==> config.mk <==
export PLATFORM = sky130hd
export DESIGN_NAME = alu_arb
export DESIGN_NICKNAME = d
export VERILOG_FILES = /design/src/rtl/alu_arb.sv
export SDC_FILE = /design/constraint.sdc
export NUM_CORES = 1
export LEC_CHECK = 0
export BUFFER_PORTS_ARGS = -buffer_cell sky130_fd_sc_hd__buf_2
export CAP_MARGIN = 40
export CELL_PAD_IN_SITES_DETAIL_PLACEMENT = 0
export CELL_PAD_IN_SITES_GLOBAL_PLACEMENT = 2
export CORE_ASPECT_RATIO = 0.8
export CORE_MARGIN = 3
export CORE_UTILIZATION = 30
export CTS_CLUSTER_SIZE = 16
export DETAILED_ROUTE_END_ITERATION = 10
export GPL_TIMING_DRIVEN = 0
export MAX_ROUTING_LAYER = met4
export PLACE_DENSITY = 0.91
export SYNTH_ARGS = -nofsm -noshare
export SYNTH_HDL_FRONTEND = slang
export SYNTH_SLANG_ARGS = --single-unit
==> constraint.sdc <==
create_clock -name i_clk -period 7.25 [get_ports i_clk]
set_input_delay 0.3625 -clock i_clk [delete_from_list [all_inputs] [get_ports i_clk]]
set_output_delay 0.3625 -clock i_clk [all_outputs]
set_load 0.005 [all_outputs]
==> src/rtl/alu_arb.sv <==
// Two-requester front end for a shared combinational ALU: arbitrate, issue one op, hold the response.
// Define ALU_ARB_RR_EN for round-robin arbitration; otherwise requester 0 has fixed priority.
module alu_arb #(
  parameter int WIDTH = 32
) (
  input  logic             i_clk,
  input  logic             i_rst,
  input  logic             i_req_valid_0,
  output logic             o_req_ready_0,
  input  logic [WIDTH-1:0] i_req_a_0,
  input  logic [WIDTH-1:0] i_req_b_0,
  input  logic [3:0]       i_req_sel_0,
  input  logic             i_req_sign_0,
  input  logic             i_req_valid_1,
  output logic             o_req_ready_1,
  input  logic [WIDTH-1:0] i_req_a_1,
  input  logic [WIDTH-1:0] i_req_b_1,
  input  logic [3:0]       i_req_sel_1,
  input  logic             i_req_sign_1,
  output logic             o_rsp_valid_0,
  input  logic             i_rsp_ready_0,
  output logic             o_rsp_valid_1,
  input  logic             i_rsp_ready_1,
  output logic [WIDTH-1:0] o_rsp_result,
  output logic             o_rsp_zero,
  output logic [WIDTH-1:0] o_alu_a,
  output logic [WIDTH-1:0] o_alu_b,
  output logic [3:0]       o_alu_sel,
  output logic             o_alu_sign,
  input  logic [WIDTH-1:0] i_alu_result,
  input  logic             i_alu_zero,
  output logic             o_busy
);

  typedef enum logic [1:0] {IDLE, ISSUE, RESP} state_t;

  typedef struct packed {
    logic [WIDTH-1:0] a;
    logic [WIDTH-1:0] b;
    logic [3:0]       sel;
    logic             sign;
  } req_t;

  state_t           state, state_n;
  req_t [1:0]       req;
  req_t             op_q;
  logic [1:0]       vld, rsp_rdy;
  logic             gnt, win, accept;
  logic [WIDTH-1:0] res_q;
  logic             zero_q;

  assign req[0]  = {i_req_a_0, i_req_b_0, i_req_sel_0, i_req_sign_0};
  assign req[1]  = {i_req_a_1, i_req_b_1, i_req_sel_1, i_req_sign_1};
  assign vld     = {i_req_valid_1, i_req_valid_0};
  assign rsp_rdy = {i_rsp_ready_1, i_rsp_ready_0};

`ifdef ALU_ARB_RR_EN
  logic last_gnt;
  // On conflict the requester not served last wins.
  always_comb win = (&vld) ? ~last_gnt : ~vld[0];
`else
  always_comb win = ~vld[0];
`endif

  always_comb begin
    state_n = state;
    accept  = 1'b0;
    case (state)
      IDLE: begin
        if ((|vld) && !i_rst) begin
          accept  = 1'b1;
          state_n = ISSUE;
        end
      end
      ISSUE: state_n = RESP;
      // Only the granted requester's ready can retire the response.
      RESP: if (rsp_rdy[gnt]) state_n = IDLE;
      default: state_n = IDLE;
    endcase
  end

  always_ff @(posedge i_clk or posedge i_rst) begin
    if (i_rst) state <= IDLE;
    else       state <= state_n;
  end

  always_ff @(posedge i_clk or posedge i_rst) begin
    if (i_rst) begin
      op_q     <= '0;
      gnt      <= 1'b0;
      res_q    <= '0;
      zero_q   <= 1'b0;
`ifdef ALU_ARB_RR_EN
      last_gnt <= 1'b1;
`endif
    end else begin
      if (accept) begin
        op_q     <= req[win];
        gnt      <= win;
`ifdef ALU_ARB_RR_EN
        last_gnt <= win;
`endif
      end
      if (state == ISSUE) begin
        res_q  <= i_alu_result;
        zero_q <= i_alu_zero;
      end
    end
  end

  assign o_req_ready_0 = accept & ~win;
  assign o_req_ready_1 = accept &  win;
  assign o_rsp_valid_0 = (state == RESP) & ~gnt;
  assign o_rsp_valid_1 = (state == RESP) &  gnt;
  assign o_rsp_result  = res_q;
  assign o_rsp_zero    = zero_q;
  assign o_alu_a       = op_q.a;
  assign o_alu_b       = op_q.b;
  assign o_alu_sel     = op_q.sel;
  assign o_alu_sign    = op_q.sign;
  assign o_busy        = (state != IDLE);

endmodule

==> flow_summary.json, run 1 <==
{
  "seqPwrFrac_pct": 39.5,
  "fillCellCount": 1585,
  "syn_area_um2": 5110,
  "rsz0062_at_grt": "no",
  "grt_first_pass_wirelength_um": 20200,
  "ios": 284,
  "top_layer": "met4",
  "ys.flop_type": "dfrtp_1",
  "root_buffer": "clkbuf_16",
  "overflow": 0,
  "dieArea_um2": 18700,
  "avgViaCountPerCell": 4.34,
  "slew_viol_final": 0,
  "cp_max_fo": 10,
  "yosysTopAreaCellShare_pct": 51.4,
  "vias": 3602,
  "grt_max_degree": 59,
  "dieHeight_um": 123,
  "drive_gt1_share_pct": 81.1,
  "p_per_area_nw_per_um2": 370,
  "port_buffers": 282,
  "setup_viol": 0,
  "hpwl_um": 10100,
  "place_inst": 813,
  "async_flop_share_pct": 100,
  "hp-class": "primary input to asynchronous set/reset pin",
  "pre_cts_slack_ps": 5450,
  "die_w_um": 152,
  "area_growth_pct": 39.7,
  "cts_resized": 0,
  "grt_pass1_vias": 3908,
  "internal_power_mw": 1.86,
  "wl_met1_um": 5510,
  "worstPathArrival_ps": 1780,
  "cellLeakagePower_nw": 3.56,
  "synth_seq_cells": 105,
  "p_sw_share_pct": 29.6,
  "crit_type": "register to primary output",
  "synthTopCellsByArea": "dfrtp_1 51%, mux2_2 23%, mux2_4 20%",
  "synth.top_cells.by_count": "105 x dfrtp_1, 105 x mux2_2, 67 x mux2_4",
  "critPathLaunchType": "register",
  "avgSynthCellArea_um2": 16.5,
  "worst_slew_pin_slew_ps": 635,
  "postPlaceCellArea_um2": 6830,
  "total_power_mw": 2.64,
  "clkTransAtPathRegs_ps": 80,
  "syn_nets": 487,
  "numCtsBuffers": 9,
  "maxCapViolCount": 0,
  "layout_setup_ws_ps": 5110,
  "antenna_left": 0,
  "postCtsHoldBufs": 0,
  "synth_edf_count": 0,
  "core_um2": 16600,
  "cp_slowest_stage_delay_ps": 420,
  "antennaDiodeCount": 0,
  "met2WireLength_um": 6270,
  "hold_viol": 0,
  "syn-instance-count": 310,
  "status": "finished clean",
  "slew_headroom_pct": 57.7,
  "finClkSkew_ps": 7.64,
  "min_period_ps": 2140,
  "netSwitchingPower_mw": 0.782,
  "wl_per_cell_um": 15.6,
  "cts.path.max_buffers": 2,
  "first_pass_iters": 4,
  "antenna_found_initial": 0,
  "stdcell_count": 829,
  "path_cells": "nor3_2 > o21a_1 > buf_6 > buf_12 > nor2b_1 > buf_2",
  "pwr-share-comb_pct": 41.3,
  "cp-end-kind": "primary output",
  "wl_um": 12900,
  "period_share_pct": 29.6,
  "clock_latency_ps": 340,
  "final_cell_area_um2": 7140,
  "cts_tree": "yes",
  "cts_max_level": 3,
  "start_util_pct": 30.8,
  "yosysSeqAreaShare_pct": 51.4,
  "ir_worst_vdd_mv": 0.204,
  "clkPwrFrac_pct": 19.2,
  "slowest_stage": "dfrtp_1",
  "row_count": 42,
  "final_nets": 781,
  "cts.sinks": 105,
  "tns_ps": 0,
  "finalWeightedCongestion": 0.858,
  "track_usage_pct": 13.9,
  "wl_met3_um": 946,
  "drc": 0,
  "yosysWarnings": 0,
  "synth_cell_types": 16,
  "fmax_mhz": 466,
  "yosysTopAreaCell": "dfrtp_1",
  "post_cts_buffers": 0,
  "drtIter0Drc": 93,
  "cp.required_ps": 6890
}
## metrics by stage
step                util (%)  hold slack [ps]
detailed placement      41.1              487
global route            43.0              153
floorplan                  -              504
CTS                     43.0              120
global placement        40.9              485
finish                  43.0              104
## logic make-up (layout without fill, tap and decap cells)
family	after synthesis	after routing	synth area share [%]
AOI/OAI and AO/OA	2	2	0.245
buffers and inverters	22	321	4.41
DFF	105	105	51.4
and+or+nand+nor	8	8	0.955
muxes	173	173	43.0
## placed cells by master, fill, tap and decap left out
master,count
nor2b_1,1
inv_8,3
inv_1,1
inv_4,1
nor2_1,2
mux2i_1,1
mux2_4,67
o21a_1,1
nor3_2,1
buf_6,2
or2_2,1
clkinvlp_4,3
buf_16,1
o21ai_0,1
buf_2,293
buf_12,7
dfrtp_1,105
mux2_2,105
clkbuf_16,9
bufinv_16,1
and2_1,1
nand2b_1,2
## power groups by stage
stage | sequential [mW] | clock [mW] | combinational, mW
floorplan | 1.07 | 0 | 0.614
detailed placement | 1.05 | 0 | 1.11
global placement | 1.04 | 0 | 1.09
global route | 1.09 | 0.550 | 1.18
CTS | 1.05 | 0.532 | 1.11
finish | 1.04 | 0.506 | 1.09
## critical path: cells and delay by family, from the launching register on
family                 cells  cell delay [ps]
flip-flops                 1              420
AO/OA/AOI/OAI              1              170
AND/OR/NAND/NOR            2              340
buffers and inverters      3              510
## final timing paths
path	startpoint	to	slack (ps)	cells past startpoint
setup / recovery	state[0]	o_req_ready_1	5110	6
hold / removal	i_rst	gnt	100	2
setup reg to reg	state[0]	o_alu_b[15]	5610	5
hold reg to reg	o_rsp_result[13]	o_rsp_result[13]	500	1
max in group asynchronous	i_rst	o_alu_b[10]	6420	3
min in group i_clk	i_alu_result[6]	o_rsp_result[6]	240	2
## cell type report
class	instances	area, um2	share of cell area (%)
timing repair buffer	283	1440	20.2
multi-input combinational	183	2260	31.6
clock buffer	9	225	3.15
tap	220	275	3.85
buffer	20	218	3.05
inverter	2	10.0	0.140
sequential	105	2630	36.8
clock inverter	7	86.3	1.21
## registers in the layout (all words and copies together), names as in the netlist
register and flops:
state 2, o_rsp_zero 1, o_alu_sign 1, o_alu_sel 4
o_rsp_result 32, o_alu_b 32, gnt 1, o_alu_a 32
## layer usage
layer  global-route usage, %  up-vias
met5                       -        -
met3                    4.48       13
li1                        -     1692
met1                    16.8     1732
met4                    4.27        0
met2                    22.3      165
(Power assumes the default switching activity.)
==> run 2, diff against run 1 <==
CORE_UTILIZATION = 25   (was 30)
PLACE_DENSITY = 0.81   (was 0.91)
clock period = 1.7 ns   (was 7.25 ns; I/O delays follow)
==> run 2 against run 1 <==
Net effect: sequential share of layout area down 2.3 points; final area grew 6.6%; critical path type is now primary input to register; via count is 4.1% higher; final cell count grew 10%; wire length rose by 10%; critical endpoint is now o_alu_a[2].
==> flow_summary.json, run 2 (synthesis gave the netlist of run 1 again) <==
{
  "status": "finished clean",
  "hpwl_um": 10800,
  "final_cell_area_um2": 7610,
  "slew_headroom_pct": 54.2,
  "vias": 3748,
  "die_w_um": 166,
  "path_cells": "dlygate4sd3_1 > buf_2 > nor3_2 > o21a_1 > buf_12 > buf_12 > buf_12 > mux2_4",
  "antenna_found_initial": 0,
  "cts_max_level": 3,
  "cp_slowest_stage_delay_ps": 530,
  "setup_viol": 0,
  "dieHeight_um": 134,
  "postPlaceCellArea_um2": 6900,
  "clkPwrFrac_pct": 17.9,
  "r2r_setup_slack_ps": 50,
  "worstPathArrival_ps": 1910,
  "pwr-share-comb_pct": 42.9,
  "r2r-start": "state[0]",
  "netSwitchingPower_mw": 3.45,
  "worst_slew_pin_slew_ps": 685,
  "cp_common_cell": "buf_12",
  "cellLeakagePower_nw": 3.74,
  "first_pass_iters": 4,
  "slew_viol_final": 0,
  "fmax_mhz": 596,
  "track_usage_pct": 13.0,
  "grt_pass1_vias": 4280,
  "hp-class": "primary input to register",
  "maxCapViolCount": 0,
  "pre_cts_slack_ps": 74.7,
  "area_growth_pct": 48.8,
  "fillCellCount": 1912,
  "min_period_ps": 1680,
  "r2r_end": "o_alu_a[2]",
  "hold_viol": 0,
  "hold_depth": 3,
  "root_buffer": "clkbuf_16",
  "grt_max_degree": 41,
  "ios": 284,
  "cts.path.max_buffers": 2,
  "finClkSkew_ps": 4.95,
  "cp.required_ps": 1930,
  "multiInputGateArea_um2": 2270,
  "layout_setup_ws_ps": 22.3,
  "critPathBufInv": 5,
  "numCtsBuffers": 9,
  "crit_type": "primary input to register",
  "overflow": 0,
  "grt_first_pass_wirelength_um": 22500,
  "p_sw_share_pct": 30.3,
  "layout.cells.most_common": "buf_2",
  "avgViaCountPerCell": 4.11,
  "critPathLaunchType": "primary input",
  "cp-end-kind": "register",
  "drtIter0Drc": 92,
  "cts_tree": "yes",
  "min_from": "i_rsp_ready_1",
  "dieArea_um2": 22200,
  "ir_worst_vdd_mv": 0.672,
  "p_per_area_nw_per_um2": 1500,
  "wl_um": 14200,
  "seqPwrFrac_pct": 39.2,
  "wl_per_cell_um": 15.6,
  "cts.sinks": 105,
  "cp_max_fo": 10,
  "period_share_pct": 98.7,
  "reg2reg_depth": 6,
  "slowest_stage": "dlygate4sd3_1",
  "clkTransAtPathRegs_ps": 80,
  "finalWeightedCongestion": 0.840,
  "layout_common_cells": "293 x buf_2, 105 x mux2_2, 105 x dfrtp_1",
  "holdPathEnd": "state[1]",
  "final_nets": 821,
  "start_util_pct": 25.6,
  "whs_ps": 55.5,
  "critical_path.top_delay_family": "buffers and inverters",
  "clock_latency_ps": 340,
  "internal_power_mw": 7.93,
  "core_um2": 20000,
  "antennaDiodeCount": 0,
  "port_buffers": 282,
  "register_area_um2": 2630,
  "drc": 0,
  "row_count": 46,
  "antenna_left": 0,
  "drive_gt1_share_pct": 77.2,
  "rsz0062_at_grt": "yes"
}
==> run 2: cell types whose count changed in the layout (fill, tap and decap cells not counted), sizes merged <==
cell         previous run  this run
buf                   303       308
dlygate4sd3             0        34
bufinv                  1         0
clkbuf                  9        10
clkinvlp                3         4
==> run 2: repair_timing <==
item / in CTS / in global routing
pin swaps: 1 / 1
setup buffers: 4 / 0
setup endpoints to repair: 1 / 30
endpoints found under the hold margin: 60 / 0
hold buffers: 34 / 0
gates cloned: 0 / 1
resized for setup: 2 / 1
==> run 2: layer usage <==
| layer | up-vias | routed length, um | global-route usage (%) |
|---|---|---|---|
| met2 | 180 | 7110 | 21.9 |
| met5 | - | 0 | - |
| met3 | 19 | 969 | 4.01 |
| met4 | 0 | 235 | 4.20 |
| met1 | 1777 | 5900 | 14.9 |
| li1 | 1772 | - | - |
==> run 2: worst max-delay path by stage <==
stage               startpoint            end  slack, ps  cells after the start
global route          state[0]  o_req_ready_1        -20                      6
CTS                   state[1]  o_req_ready_1         20                      6
global placement         i_rst    o_alu_b[27]       -360                      2
detailed placement    state[0]    o_alu_a[20]         70                      5
floorplan             state[0]     o_alu_a[0]        240                      5
finish                   i_rst     o_alu_a[2]         20                      8
==> run 2: power groups by stage <==
stage / clock network, mW / logic [mW] / registers (mW)
5_1_grt: 2.23 / 5.25 / 4.62
3_5_place_dp: 0 / 4.78 / 4.48
3_3_place_gp: 0 / 4.69 / 4.45
2_1_floorplan: 0 / 2.62 / 4.56
6_report: 2.03 / 4.89 / 4.47
4_1_cts: 2.16 / 4.93 / 4.47
==> run 2: worst reg2reg max path, delay by kind of cell, from the launching register on <==
family	cells	cell delay (ps)
flops	1	400
simple gates	1	180
compound gates	1	200
buf+inv	3	450
mux	1	300
==> run 2: layout make-up <==
cell class | instances | share of cell area (%)
flip-flops and latches | 105 | 34.5
multi-input cells | 183 | 29.8
repair buffers | 323 | 24.4
clock inverters | 7 | 0.822
clock buffers | 9 | 2.96
plain buffers | 20 | 2.98
well taps | 264 | 4.34
inverters | 2 | 0.148
==> run 2: per-stage QoR <==
step	util [%]	total power, mW	std cells	setup TNS (ps)
after floorplan	-	7.18	310	0
after global placement	34.3	9.14	856	-36480
after detailed placement	34.5	9.26	858	0
after CTS	37.9	11.6	912	0
after global routing	38.1	12.1	913	-235
final	38.1	11.4	913	0
==> run 3, diff against run 2 <==
CORE_UTILIZATION = 28   (was 25)
PLACE_DENSITY = 0.86   (was 0.81)
clock period = 1.8 ns   (was 1.7 ns; I/O delays follow)
==> run 3 against run 2 <==
Net effect: sequential power decreased by 5.8%; utilization increased by 4.7 points; global-route usage increased by 0.87 points; critical path type is now primary input to primary output; largest cell class unchanged.
==> flow_summary.json, run 3 (synthesis gave the netlist of run 1 again) <==
{
  "antenna_left": 0,
  "first_pass_iters": 4,
  "slew_viol_final": 0,
  "grt_first_pass_wirelength_um": 21300,
  "row_count": 43,
  "grtUsageMet2_pct": 23.8,
  "wl_um": 13800,
  "area_growth_pct": 47.3,
  "grt-busiest-layer": "met2",
  "dieHeight_um": 127,
  "status": "finished clean",
  "hold_viol": 0,
  "worstPathArrival_ps": 1650,
  "utilization_pct": 42.8,
  "grt.met3_usage_pct": 3.10,
  "cts_max_level": 3,
  "grt_pass1_vias": 4167,
  "clkTransAtPathRegs_ps": 80,
  "antennaDiodeCount": 0,
  "clock_latency_ps": 340,
  "finalWeightedCongestion": 0.738,
  "cts.path.max_buffers": 2,
  "die_w_um": 157,
  "worst_slew_pin_slew_ps": 738,
  "cts.sinks": 105,
  "avgViaCountPerCell": 4.27,
  "drive_gt1_share_pct": 77.1,
  "layout.cells.most_common": "buf_2",
  "crit_type": "primary input to primary output",
  "cp.required_ps": 1710,
  "antenna_found_initial": 0,
  "numCtsBuffers": 9,
  "cp_max_fo": 10,
  "hpwl_um": 10600,
  "dieArea_um2": 19900,
  "setup_viol": 0,
  "root_buffer": "clkbuf_16",
  "min_period_ps": 1740,
  "layout_common_cells": "293 x buf_2, 105 x mux2_2, 105 x dfrtp_1",
  "core_um2": 17600,
  "slew_headroom_pct": 50.7,
  "p_per_area_nw_per_um2": 1420,
  "grt_max_degree": 39,
  "cts_tree": "yes",
  "cellLeakagePower_nw": 3.73,
  "met1_usage_pct": 16.3,
  "wl_per_cell_um": 15.9,
  "drtIter0Drc": 74,
  "ios": 284,
  "start_util_pct": 29.1,
  "final_nets": 818,
  "overflow": 0,
  "maxCapViolCount": 0,
  "cp-end-kind": "primary output",
  "fmax_mhz": 576,
  "ir_worst_vdd_mv": 0.571,
  "vias": 3719,
  "critPathLaunchType": "primary input",
  "hp-class": "primary input to register",
  "track_usage_pct": 13.8,
  "tns_ps": 0,
  "port_buffers": 282,
  "drc": 0,
  "period_share_pct": 96.5,
  "finClkSkew_ps": 11.9
}
==> run 3: cell count changes in the layout (fill, tap and decap cells not counted), sizes merged <==
cell	previous run	this run
clkbuf	10	11
inv	5	3
clkinvlp	4	1
clkinv	0	3
buf	308	306
==> run 3: worst max-delay path, cell delays in order <==
cell and delay (ps):
dlygate4sd3_1 530, buf_2 160, nor3_4 200, o21a_1 190, buf_12 120, buf_12 130, nor2b_4 130, buf_2 100
==> run 3: repair_timing <==
| action | CTS | global route |
|---|---|---|
| hold buffers | 34 | 0 |
| setup buffers | 1 | 1 |
| pin swaps | 0 | 1 |
| resized for setup | 2 | 2 |
| setup endpoints to repair | 1 | 1 |
| hold endpoints to repair | 65 | 0 |
==> run 3: path summary, 6_finish.rpt <==
| path | startpoint | to | slack, ps | cells after the start |
|---|---|---|---|---|
| setup reg to reg | state[1] | o_alu_a[17] | 130 | 6 |
| hold / removal | i_rsp_ready_0 | state[1] | 60 | 3 |
| max in group asynchronous | i_rst | o_alu_b[23] | 450 | 5 |
| hold reg to reg | o_alu_b[9] | o_alu_b[9] | 500 | 1 |
| setup / recovery | i_rst | o_req_ready_1 | 60 | 8 |
| min in group asynchronous | i_rst | state[0] | 450 | 3 |
==> run 3: final cells by class <==
class	count	area, um2
fillers	1644	10100
flip-flops and latches	105	2630
multi-input cells	183	2270
repair buffers	320	1820
well taps	225	282
clock buffers	11	253
plain buffers	20	226
clock inverters	5	36.3
inverters	2	11.3
==> run 3: power breakdown <==
part | switching [mW] | internal, mW
registers | 0.645 | 3.57
logic | 1.65 | 2.93
clock network | 0.880 | 1.02
total | 3.18 | 7.52
==> run 3: per-stage QoR <==
| stage | setup slack (ps) | total power [mW] | area (um2) | hold slack, ps | std cells |
|---|---|---|---|---|---|
| 2_1_floorplan | 339 | 6.78 | 5120 | 240 | 310 |
| 3_3_place_gp | -261 | 8.62 | 6810 | 322 | 817 |
| 3_5_place_dp | 156 | 8.75 | 6850 | 268 | 819 |
| 4_1_cts | 12.1 | 10.8 | 7510 | 33.6 | 870 |
| 5_1_grt | -12.2 | 11.4 | 7530 | 58.9 | 871 |
| 6_report | 63.3 | 10.7 | 7530 | 57.7 | 871 |
==> run 3: layer usage <==
metal / up-vias / part of all wire (%) / wire length [um]
met4: 0 / 1.4 / 192
li1: 1762 / - / -
met3: 14 / 6.0 / 826
met2: 145 / 51 / 7060
met5: - / 0 / 0
met1: 1798 / 42 / 5750
